### config.mk
export PLATFORM = sky130hd
export DESIGN_NAME = wb_b3_burst_master
export DESIGN_NICKNAME = d
export VERILOG_FILES = /design/src/rtl/wb_b3_pkg.sv /design/src/rtl/wb_burst_adr_gen.sv /design/src/rtl/wb_b3_burst_master.sv
export SDC_FILE = /design/constraint.sdc
export NUM_CORES = 1
export LEC_CHECK = 0
export ABC_AREA = 1
export ABC_CLOCK_PERIOD_IN_PS = 4450
export BUFFER_PORTS_ARGS = -buffer_cell sky130_fd_sc_hd__buf_2
export CAP_MARGIN = 20
export CORE_MARGIN = 2
export CORE_UTILIZATION = 50
export CTS_CLUSTER_DIAMETER = 40
export DETAILED_ROUTE_END_ITERATION = 8
export PLACE_DENSITY_LB_ADDON = 0.08
export REMOVE_ABC_BUFFERS = 1
export SETUP_SLACK_MARGIN = 0.2
export SYNTH_ARGS = -nofsm -noshare
export SYNTH_HDL_FRONTEND = slang
export SYNTH_HIERARCHICAL = 1
export SYNTH_SLANG_ARGS = --single-unit
### constraint.sdc
create_clock -name wb_clk_i -period 4.45 [get_ports wb_clk_i]
set_input_delay 0.89 -clock wb_clk_i [delete_from_list [all_inputs] [get_ports wb_clk_i]]
set_output_delay 0.89 -clock wb_clk_i [all_outputs]
set_load 0.01 [all_outputs]
### src/rtl/wb_b3_pkg.sv
// Shared Wishbone B3 burst constants and the burst address stepping rule.
package wb_b3_pkg;

  localparam logic [2:0] CTI_CLASSIC = 3'b000;
  localparam logic [2:0] CTI_CONST   = 3'b001;
  localparam logic [2:0] CTI_INCR    = 3'b010;
  localparam logic [2:0] CTI_EOB     = 3'b111;

  localparam logic [1:0] BTE_LINEAR  = 2'b00;
  localparam logic [1:0] BTE_WRAP4   = 2'b01;
  localparam logic [1:0] BTE_WRAP8   = 2'b10;
  localparam logic [1:0] BTE_WRAP16  = 2'b11;

  // Widest byte address the helper handles; callers zero-extend and truncate.
  localparam int ADR_MAX_W = 64;

  typedef enum logic {ST_IDLE, ST_RUN} state_e;

  // Next byte address of a burst: linear steps the whole word index, wrapping
  // bursts step only the low word bits and stay inside their aligned block.
  function automatic logic [ADR_MAX_W-1:0] next_burst_adr(input logic [ADR_MAX_W-1:0] adr,
                                                          input logic [1:0]           bte);
    logic [ADR_MAX_W-1:0] nxt;
    nxt = adr;
    case (bte)
      BTE_WRAP4:  nxt[3:2] = adr[3:2] + 2'd1;
      BTE_WRAP8:  nxt[4:2] = adr[4:2] + 3'd1;
      BTE_WRAP16: nxt[5:2] = adr[5:2] + 4'd1;
      BTE_LINEAR: nxt      = adr + ADR_MAX_W'(4);
      default:    nxt      = adr + ADR_MAX_W'(4);
    endcase
    nxt[1:0] = 2'b00;
    return nxt;
  endfunction

endpackage

### src/rtl/wb_burst_adr_gen.sv
// Burst address register: loads the word-aligned start address, steps on ack.
module wb_burst_adr_gen
  import wb_b3_pkg::*;
#(
  parameter int aw = 32
) (
  input  logic          clk_i,
  input  logic          rst_n_i,
  input  logic          load_i,
  input  logic [aw-1:0] load_adr_i,
  input  logic          adv_i,
  input  logic          clr_i,
  input  logic [1:0]    bte_i,
  output logic [aw-1:0] adr_o
);

  logic [aw-1:0] adr_d, adr_q;

  // Clear has priority so the bus address returns to zero outside a cycle.
  always_comb begin
    adr_d = adr_q;
    if (clr_i)       adr_d = '0;
    else if (load_i) adr_d = load_adr_i & ~aw'(3);
    else if (adv_i)  adr_d = aw'(next_burst_adr(ADR_MAX_W'(adr_q), bte_i));
  end

  // Address register, cleared asynchronously.
  always_ff @(posedge clk_i or negedge rst_n_i) begin
    if (!rst_n_i) adr_q <= '0;
    else          adr_q <= adr_d;
  end

  assign adr_o = adr_q;

endmodule

### src/rtl/wb_b3_burst_master.sv
// Wishbone B3 registered-feedback burst initiator: one command -> one bus cycle.
module wb_b3_burst_master
  import wb_b3_pkg::*;
#(
  parameter int aw    = 32,
  parameter int dw    = 32,
  parameter int len_w = 8
) (
  input  logic            wb_clk_i,
  input  logic            wb_rst_n_i,
  input  logic            cmd_valid_i,
  output logic            cmd_ready_o,
  input  logic [aw-1:0]   cmd_adr_i,
  input  logic [len_w-1:0] cmd_len_i,
  input  logic            cmd_we_i,
  input  logic [1:0]      cmd_bte_i,
  input  logic [dw-1:0]   wr_dat_i,
  input  logic            wr_valid_i,
  output logic            wr_ready_o,
  output logic [dw-1:0]   rd_dat_o,
  output logic            rd_valid_o,
  output logic            done_o,
  output logic            err_o,
  output logic [len_w-1:0] xfer_cnt_o,
  output logic [aw-1:0]   wb_adr_o,
  output logic [1:0]      wb_bte_o,
  output logic [2:0]      wb_cti_o,
  output logic            wb_cyc_o,
  output logic            wb_stb_o,
  output logic            wb_we_o,
  output logic [dw/8-1:0] wb_sel_o,
  output logic [dw-1:0]   wb_dat_o,
  input  logic [dw-1:0]   wb_dat_i,
  input  logic            wb_ack_i,
  input  logic            wb_err_i,
  input  logic            wb_rty_i
);

  localparam logic [len_w:0] INC1 = (len_w+1)'(1);

  state_e            state_d, state_q;
  logic [len_w-1:0]  len_d, len_q, cnt_d, cnt_q, ld_d, ld_q;
  logic              we_d, we_q, cyc_d, cyc_q, stb_d, stb_q;
  logic [1:0]        bte_d, bte_q;
  logic [2:0]        cti_d, cti_q;
  logic [dw/8-1:0]   sel_d, sel_q;
  logic [dw-1:0]     wdat_d, wdat_q, rdat_d, rdat_q;
  logic              rvld_d, rvld_q, done_d, done_q, err_d, err_q;
  logic              adr_load, adr_adv, adr_clr;
  logic              ack_ok, bus_term, wr_ready, wr_fire, last_beat, next_last;
  logic [len_w:0]    cnt_inc;

  // Error/retry wins over a simultaneous ack; neither counts without stb.
  assign ack_ok    = cyc_q & stb_q & wb_ack_i & ~wb_err_i & ~wb_rty_i;
  assign bus_term  = cyc_q & stb_q & (wb_err_i | wb_rty_i);
  assign cnt_inc   = {1'b0, cnt_q} + INC1;
  assign last_beat = (cnt_inc == {1'b0, len_q});
  assign next_last = ((cnt_inc + INC1) == {1'b0, len_q});
  // Holding register refills in the same cycle it drains on an ack.
  assign wr_ready  = (state_q == ST_RUN) & we_q & (~stb_q | ack_ok) & (ld_q < len_q);
  assign wr_fire   = wr_valid_i & wr_ready;

  // Next-state and registered-output logic for the IDLE/RUN controller.
  always_comb begin
    state_d  = state_q;
    len_d    = len_q;
    cnt_d    = cnt_q;
    ld_d     = ld_q;
    we_d     = we_q;
    bte_d    = bte_q;
    cyc_d    = cyc_q;
    stb_d    = stb_q;
    cti_d    = cti_q;
    wdat_d   = wdat_q;
    rdat_d   = rdat_q;
    rvld_d   = 1'b0;
    done_d   = 1'b0;
    err_d    = 1'b0;
    adr_load = 1'b0;
    adr_adv  = 1'b0;
    adr_clr  = 1'b0;
    case (state_q)
      ST_IDLE: begin
        if (cmd_valid_i && cmd_ready_o) begin
          cnt_d = '0;
          ld_d  = '0;
          if (cmd_len_i == '0) begin
            done_d = 1'b1;
          end else begin
            state_d  = ST_RUN;
            len_d    = cmd_len_i;
            we_d     = cmd_we_i;
            bte_d    = cmd_bte_i;
            cyc_d    = 1'b1;
            stb_d    = ~cmd_we_i;
            cti_d    = (cmd_len_i == len_w'(1)) ? CTI_CLASSIC : CTI_INCR;
            adr_load = 1'b1;
          end
        end
      end
      ST_RUN: begin
        if (wr_fire) begin
          wdat_d = wr_dat_i;
          ld_d   = ld_q + len_w'(1);
        end
        if (bus_term || (ack_ok && last_beat)) begin
          state_d = ST_IDLE;
          cyc_d   = 1'b0;
          stb_d   = 1'b0;
          cti_d   = CTI_CLASSIC;
          we_d    = 1'b0;
          bte_d   = BTE_LINEAR;
          adr_clr = 1'b1;
          err_d   = bus_term;
          done_d  = ~bus_term;
        end else if (we_q) begin
          stb_d = ack_ok ? wr_fire : (stb_q | wr_fire);
        end
        if (ack_ok) begin
          cnt_d = cnt_inc[len_w-1:0];
          if (!we_q) begin
            rvld_d = 1'b1;
            rdat_d = wb_dat_i;
          end
          if (!last_beat) begin
            adr_adv = 1'b1;
            cti_d   = next_last ? CTI_EOB : CTI_INCR;
          end
        end
      end
      default: state_d = ST_IDLE;
    endcase
    sel_d = {(dw/8){stb_d}};
  end

  // Controller and bus-output registers; reset drops the bus with no handshake.
  always_ff @(posedge wb_clk_i or negedge wb_rst_n_i) begin
    if (!wb_rst_n_i) begin
      state_q <= ST_IDLE;
      len_q   <= '0;
      cnt_q   <= '0;
      ld_q    <= '0;
      we_q    <= 1'b0;
      bte_q   <= '0;
      cyc_q   <= 1'b0;
      stb_q   <= 1'b0;
      cti_q   <= '0;
      sel_q   <= '0;
      wdat_q  <= '0;
      rdat_q  <= '0;
      rvld_q  <= 1'b0;
      done_q  <= 1'b0;
      err_q   <= 1'b0;
    end else begin
      state_q <= state_d;
      len_q   <= len_d;
      cnt_q   <= cnt_d;
      ld_q    <= ld_d;
      we_q    <= we_d;
      bte_q   <= bte_d;
      cyc_q   <= cyc_d;
      stb_q   <= stb_d;
      cti_q   <= cti_d;
      sel_q   <= sel_d;
      wdat_q  <= wdat_d;
      rdat_q  <= rdat_d;
      rvld_q  <= rvld_d;
      done_q  <= done_d;
      err_q   <= err_d;
    end
  end

  wb_burst_adr_gen #(.aw(aw)) u_adr_gen (
    .clk_i      (wb_clk_i),
    .rst_n_i    (wb_rst_n_i),
    .load_i     (adr_load),
    .load_adr_i (cmd_adr_i),
    .adv_i      (adr_adv),
    .clr_i      (adr_clr),
    .bte_i      (bte_q),
    .adr_o      (wb_adr_o)
  );

  // Holding off a new command during the done/err pulse guarantees an idle cyc gap.
  assign cmd_ready_o = (state_q == ST_IDLE) & ~done_q & ~err_q;
  assign wr_ready_o  = wr_ready;
  assign rd_dat_o    = rdat_q;
  assign rd_valid_o  = rvld_q;
  assign done_o      = done_q;
  assign err_o       = err_q;
  assign xfer_cnt_o  = cnt_q;
  assign wb_bte_o    = bte_q;
  assign wb_cti_o    = cti_q;
  assign wb_cyc_o    = cyc_q;
  assign wb_stb_o    = stb_q;
  assign wb_we_o     = we_q;
  assign wb_sel_o    = sel_q;
  assign wb_dat_o    = wdat_q;

endmodule

# Yosys cells after proc, flatten, opt, wreduce, memory -nomap -nowiden
# Cells that the tools add are included.
dict set report classes {
  n_addsub 7
  n_lt_le_gt_ge 1
  eq_ne 11
  n_mux 56
  bitwise 24
  reduce_logical 19
}
# op n
set ops {}
lappend ops {{$mux 32} 3}
lappend ops {{$add 32x3->32 const B} 1}
lappend ops {{$pmux 8 s2} 2}
lappend ops {{$mux 1} 27}
lappend ops {{$mux 26} 1}
lappend ops {{$mux 8} 3}
lappend ops {{$eq 9x8->1} 2}
lappend ops {{$mux 3} 6}
lappend ops {{$reduce_and 2->1} 7}
lappend ops {{$pmux 1 s2} 6}
lappend ops {{$and 1x1->1} 11}
lappend ops {{$not 1->1} 10}
lappend ops {{$add 8x1->9 const B} 1}
lappend ops {{$add 9x1->9 const B} 1}
lappend ops {{$reduce_and 3->1} 3}
lappend ops {{$add 8x1->8 const B} 1}
lappend ops {{$eq 8x1->1 const B} 1}
lappend ops {{$logic_not 8->1} 1}
lappend ops {{$lt 8x8->1} 1}
lappend ops {{$mux 2} 4}
lappend ops {{$pmux 2 s4} 1}
lappend ops {{$ne 2x1->1 const B} 3}
lappend ops {{$pmux 3 s2} 1}
lappend ops {{$reduce_bool 3->1} 2}
lappend ops {{other kinds (14)} 19}
dict set report word_totals {
  reg_bits 133
  inputBits 114
  out_inout_bits 121
  wordCells 137
}

# Longest topological paths before layout
dict set report depth {
  word_depth 13
  ltp_mapped 20
  ltp_nobuf 19
}

# Cells and area by module
# The synthesis kept the hierarchy.
# module n_inst cells_each area_per_inst_um2 seq_area_each_um2
set modules_own_cells {}
lappend modules_own_cells {wb_b3_burst_master 1 533 4745.8 2502.4}
lappend modules_own_cells {wb_burst_adr_gen 1 394 2446.1 750.7}

# Least setup slack after synthesis
# No wires, ideal clock.
dict set report synth_timing {
  path_kind {input -> register}
  startpoint {in cmd_len_i[5]}
  endpoint {reg u_adr_gen.adr_q[22], in the netlist u_adr_gen/adr_o[22]}
  setup_ns 0.116
  t_arrival_ns 2.491
  required_time_ns 4.334
  setup_slack_ns 1.842
  cell_stages 13
  n_path_buf 1
  path_cell_list {inv_1 -> nand4_1 -> nor4_1 -> nand2_1 -> nand2_1 -> clkinv_1 -> nor2_1 -> nand2_1 -> nand2_2 -> buf_2 -> nor2_1 -> nand2_1 -> nand2_1}
}
dict set report synth_via {
  elab_chain_len 6
  word_cells_on_any_way 9
  cone_classes {mux (5); reduce/logical (4)}
}
# element line_no
set synth_rtl {}
lappend synth_rtl {{from (decl)} wb_b3_burst_master.sv:14} ;# input logic [len_w-1:0] cmd_len_i,
lappend synth_rtl {{$logic_not 8->1 *} wb_b3_burst_master.sv:87} ;# if (cmd_len_i == '0) begin
lappend synth_rtl {{$mux 1 *} wb_b3_burst_master.sv:87}
lappend synth_rtl {{$mux 1 *} wb_b3_burst_master.sv:84} ;# if (cmd_valid_i && cmd_ready_o) begin
lappend synth_rtl {{$mux 1 *} wb_b3_burst_master.sv:82} ;# case (state_q)
lappend synth_rtl {{net adr_load} wb_b3_burst_master.sv:49} ;# logic adr_load, adr_adv, adr_clr;
lappend synth_rtl {{$reduce_bool 3->1 (no source line) / $mux 32 (equally long branches)} --}
lappend synth_rtl {{$reduce_and 2->1 (no source line) / $mux 32 (equally long branches)} --}
lappend synth_rtl {{to (signal assigned)} wb_burst_adr_gen.sv:30} ;# else adr_q <= adr_d;
lappend synth_rtl {{to (decl)} wb_burst_adr_gen.sv:17} ;# logic [aw-1:0] adr_d, adr_q;
# The timed path passes the listed nets; every way through them passes the cells marked *.
# A chain may end at the register's enable or synchronous reset.

# Worst setup path in the final report
dict set report layout_timing {
  startpoint {reg cnt_q[0], in the netlist xfer_cnt_o[0]}
  endpoint {reg u_adr_gen.adr_q[6], in the netlist u_adr_gen/adr_o[6]}
}
dict set report layout_via {
  elab_chain_len 8
  word_cells_on_any_way 13
  cone_classes {add/sub (1); eq/ne (1); mux (6); reduce/logical (5)}
}
# element line_no
set layout_rtl {}
lappend layout_rtl {{from (decl)} wb_b3_burst_master.sv:42} ;# logic [len_w-1:0] len_d, len_q, cnt_d, cnt_q, ld_d, ld_q;
lappend layout_rtl {{from (signal assigned)} wb_b3_burst_master.sv:157} ;# cnt_q <= cnt_d;
lappend layout_rtl {{$add 8x1->9 *} wb_b3_burst_master.sv:56} ;# assign cnt_inc = {1'b0, cnt_q} + INC1;
lappend layout_rtl {{$eq 9x8->1 *} wb_b3_burst_master.sv:57} ;# assign last_beat = (cnt_inc == {1'b0, len_q});
lappend layout_rtl {{$logic_and 1x1->1 *} wb_b3_burst_master.sv:106} ;# if (bus_term || (ack_ok && last_beat)) begin
lappend layout_rtl {{$logic_or 1x1->1 *} wb_b3_burst_master.sv:106}
lappend layout_rtl {{$mux 1 *} wb_b3_burst_master.sv:106}
lappend layout_rtl {{$mux 1 *} wb_b3_burst_master.sv:82}
lappend layout_rtl {{net adr_clr} wb_b3_burst_master.sv:49}
lappend layout_rtl {{$reduce_bool 3->1 (no source line)} --}
lappend layout_rtl {{$reduce_and 2->1 (no source line)} --}
# Marks and branches as above.

==> reports/metrics.cfg <==
[placement]
io_buffer_count=230
dp.final_hpwl_um=14200
gp_congestion=0.869

[floorplan]
io_pins=235
core-area_sq_um=14000
die_height_um=124
start_util_pct=51.4
std_cell_rows=43
die_w_um=124
die_area_sq_um=15400

[clock_network]
ctsResizeCount=0
cts_buffers=17
cts_buffer_depth=2
clock_latency_ps=420
cts_root_buf=clkbuf_16
cts.clk_slew.worst_paths_ps=60
cts_sinks=130
hold_buffers=0
cts_htree_levels=4
cts_setup_buffers=0
tritoncts=done

[global_route]
grt_overflow_total=0
grt_antenna_before_repair=1
grt_max_degree=88
grt_pass1_vias=6048
track_usage_pct=25.4
grt_pass1_wl_um=30200

[finish]
fillers=1240
drive_gt1_share_pct=29.6
nets=1285
syn_to_final_growth_pct=26.3
layout_common_cells=nand2_1, buf_2, dfrtp_1, nor2_1, inv_1
layout_commonest_cell=nand2_1
n_antenna_cell=0

[flow_run]
cap_violations=0

[yosys]
syn_inst=927
synth_compound_area_share_pct=5.72
ys_warn_count=6
synth.mux.area_fraction_pct=5.15
synth_simple_gate_area_share_pct=33.5
synthAdderAreaFrac_pct=2.44
ys_seq_area_share_pct=45.2
ys_ff_latch=130
synth.avg_cell_area_sq_um=7.76
synth_top_family_by_area=simple AND/OR/NAND/NOR gates
ys_types=42
syn_area_sq_um=7190
synth_xor_area_share_pct=0.974

[detailed_routing]
vias=6722
drc=0
wl_per_cell_um=14.4
drt_iter0_markers=412
ant_nets=0
drt-total-wl_um=19400
avgViaCountPerCell=4.98
firstDrtPassIters=5

[min_path]
min_from=rd_dat_o[22]
hp-class=flip-flop to flip-flop

[sta]
fin_skew_ps=6.91
period_minus_slack_ps=3120
period_share_pct=70.1
slew_violations=0
slew_headroom_pct=46.6
rsz0062_at_grt=false
tightest_slew_ps=801
timing.setup.tns_ps=0
hold_viol=0
fmax_ghz=0.320
setup_viol=0
holdWs_ps=469

[pwr]
p_leak_nw=5.07
p_per_area_nw_per_um2=611
worst_ir_drop_vdd_v=0.000434

[worst_setup_path]
required_ps=4800
path_class=flip-flop to flip-flop
cp.arrival_ps=3470
critPathCaptureType=flip-flop
r2r_start=xfer_cnt_o[0]
cp-startpoint=xfer_cnt_o[0]
cp_max_fo=14
crit_path_start_kind=flip-flop

[run_status]
outcome=finished clean

registers in the layout, summed over array words and instances (netlist names):
name,flops
xfer_cnt_o,8
wb_sel_o,1
wb_cyc_o,1
rd_dat_o,32
ld_q,8
wb_bte_o,2
rd_valid_o,1
state_q,1
done_o,1
wb_dat_o,32
len_q,8
wb_cti_o,3
wb_we_o,1
err_o,1
u_adr_gen/adr_o,30
power breakdown:
group	internal (W)	total (W)	switching, W
Combinational	0.000857	0.00211	0.00125
Clock	0.000899	0.00144	0.000538
Sequential	0.00162	0.00201	0.000381
Total	0.00338	0.00555	0.00217
kinds of logic after synthesis:
logic type / after synthesis
xor gates and xnor gates: 8
muxes: 33
other: 1
DFF: 130
adders and majority gates: 14
AOI/OAI and AO/OA: 76
buffers and inverters: 115
and+or+nand+nor: 550
final timing paths:
check | slack [ps] | endpoint | cells after the start
worst max register to register | 1330 | u_adr_gen/adr_o[6] | 18
max in group asynchronous | 3080 | wb_dat_o[11] | 2
worst max-delay path | 1330 | u_adr_gen/adr_o[6] | 18
worst min-delay path | 470 | rd_dat_o[22] | 2
min in group asynchronous | 540 | xfer_cnt_o[5] | 1
worst min register to register | 470 | rd_dat_o[22] | 2
final cells by class:
| cell class | count | area, sq um | share of cell area, % |
|---|---|---|---|
| clock buffer | 20 | 447 | 4.92 |
| timing repair buffer | 238 | 1230 | 13.5 |
| multi-input combinational | 683 | 3440 | 37.9 |
| clock inverter | 12 | 156 | 1.72 |
| tap | 180 | 225 | 2.48 |
| sequential | 130 | 3250 | 35.8 |
| inverter | 87 | 327 | 3.60 |
synthesized netlist by cell type, drive strengths merged:
cell	number	share of area [%]
inv	86	4.5
nand3	66	4.7
a21oi	15	1.0
o211ai	1	0.10
nand3b	1	0.10
and3	3	0.26
o21ai	45	3.2
o31ai	1	0.10
nand4	9	0.99
dfrtp	130	45
conb	1	0.052
xnor2	3	0.37
mux2	32	5.0
a31oi	1	0.087
xor2	5	0.61
nor3	3	0.28
or2	1	0.087
nor4	1	0.087
and2	1	0.087
and3b	1	0.12
nand2	343	19
clkbuf	5	0.26
mux2i	1	0.14
buf	23	2.1
o21a	4	0.42
nor2	121	7.9
clkinv	1	0.052
o22ai	9	0.78
ha	14	2.4
layer usage:
| metal | vias to the layer above | GRT usage [%] | routed length (um) |
|---|---|---|---|
| met5 | - | 0 | 13 |
| met1 | 3072 | 33.6 | 8540 |
| met2 | 229 | 40.0 | 9040 |
| li1 | 3397 | - | - |
| met4 | 2 | 7.16 | 250 |
| met3 | 22 | 8.52 | 1550 |
stage by stage:
| step | setup WS (ps) | instances | cell area, sq um | power [W] | utilization (%) |
|---|---|---|---|---|---|
| floorplan | 1200 | 900 | 7020 | 0.00325 | - |
| CTS | 1340 | 1350 | 9080 | 0.00557 | 64.9 |
| global placement | 1150 | 1318 | 8480 | 0.00407 | 60.6 |
| global route | 1050 | 1350 | 9080 | 0.00595 | 64.9 |
| detailed placement | 1130 | 1318 | 8480 | 0.00411 | 60.6 |
| finish | 1330 | 1350 | 9080 | 0.00555 | 64.9 |
worst max-delay path: stages (launching register included):
cell	delay, ps
dfrtp_1	500
ha_1	260
nand2_1	140
nor2_4	160
nand2_1	110
nand2_2	130
nand2_1	80
nand2_1	80
inv_1	40
nand2_1	110
nor2_4	50
nand4_4	110
a21oi_1	120
nor2_1	200
nand2_1	110
buf_4	200
inv_1	420
nand2_1	120
nand2_1	100
Note: power is estimated with default switching activity, not from simulation.
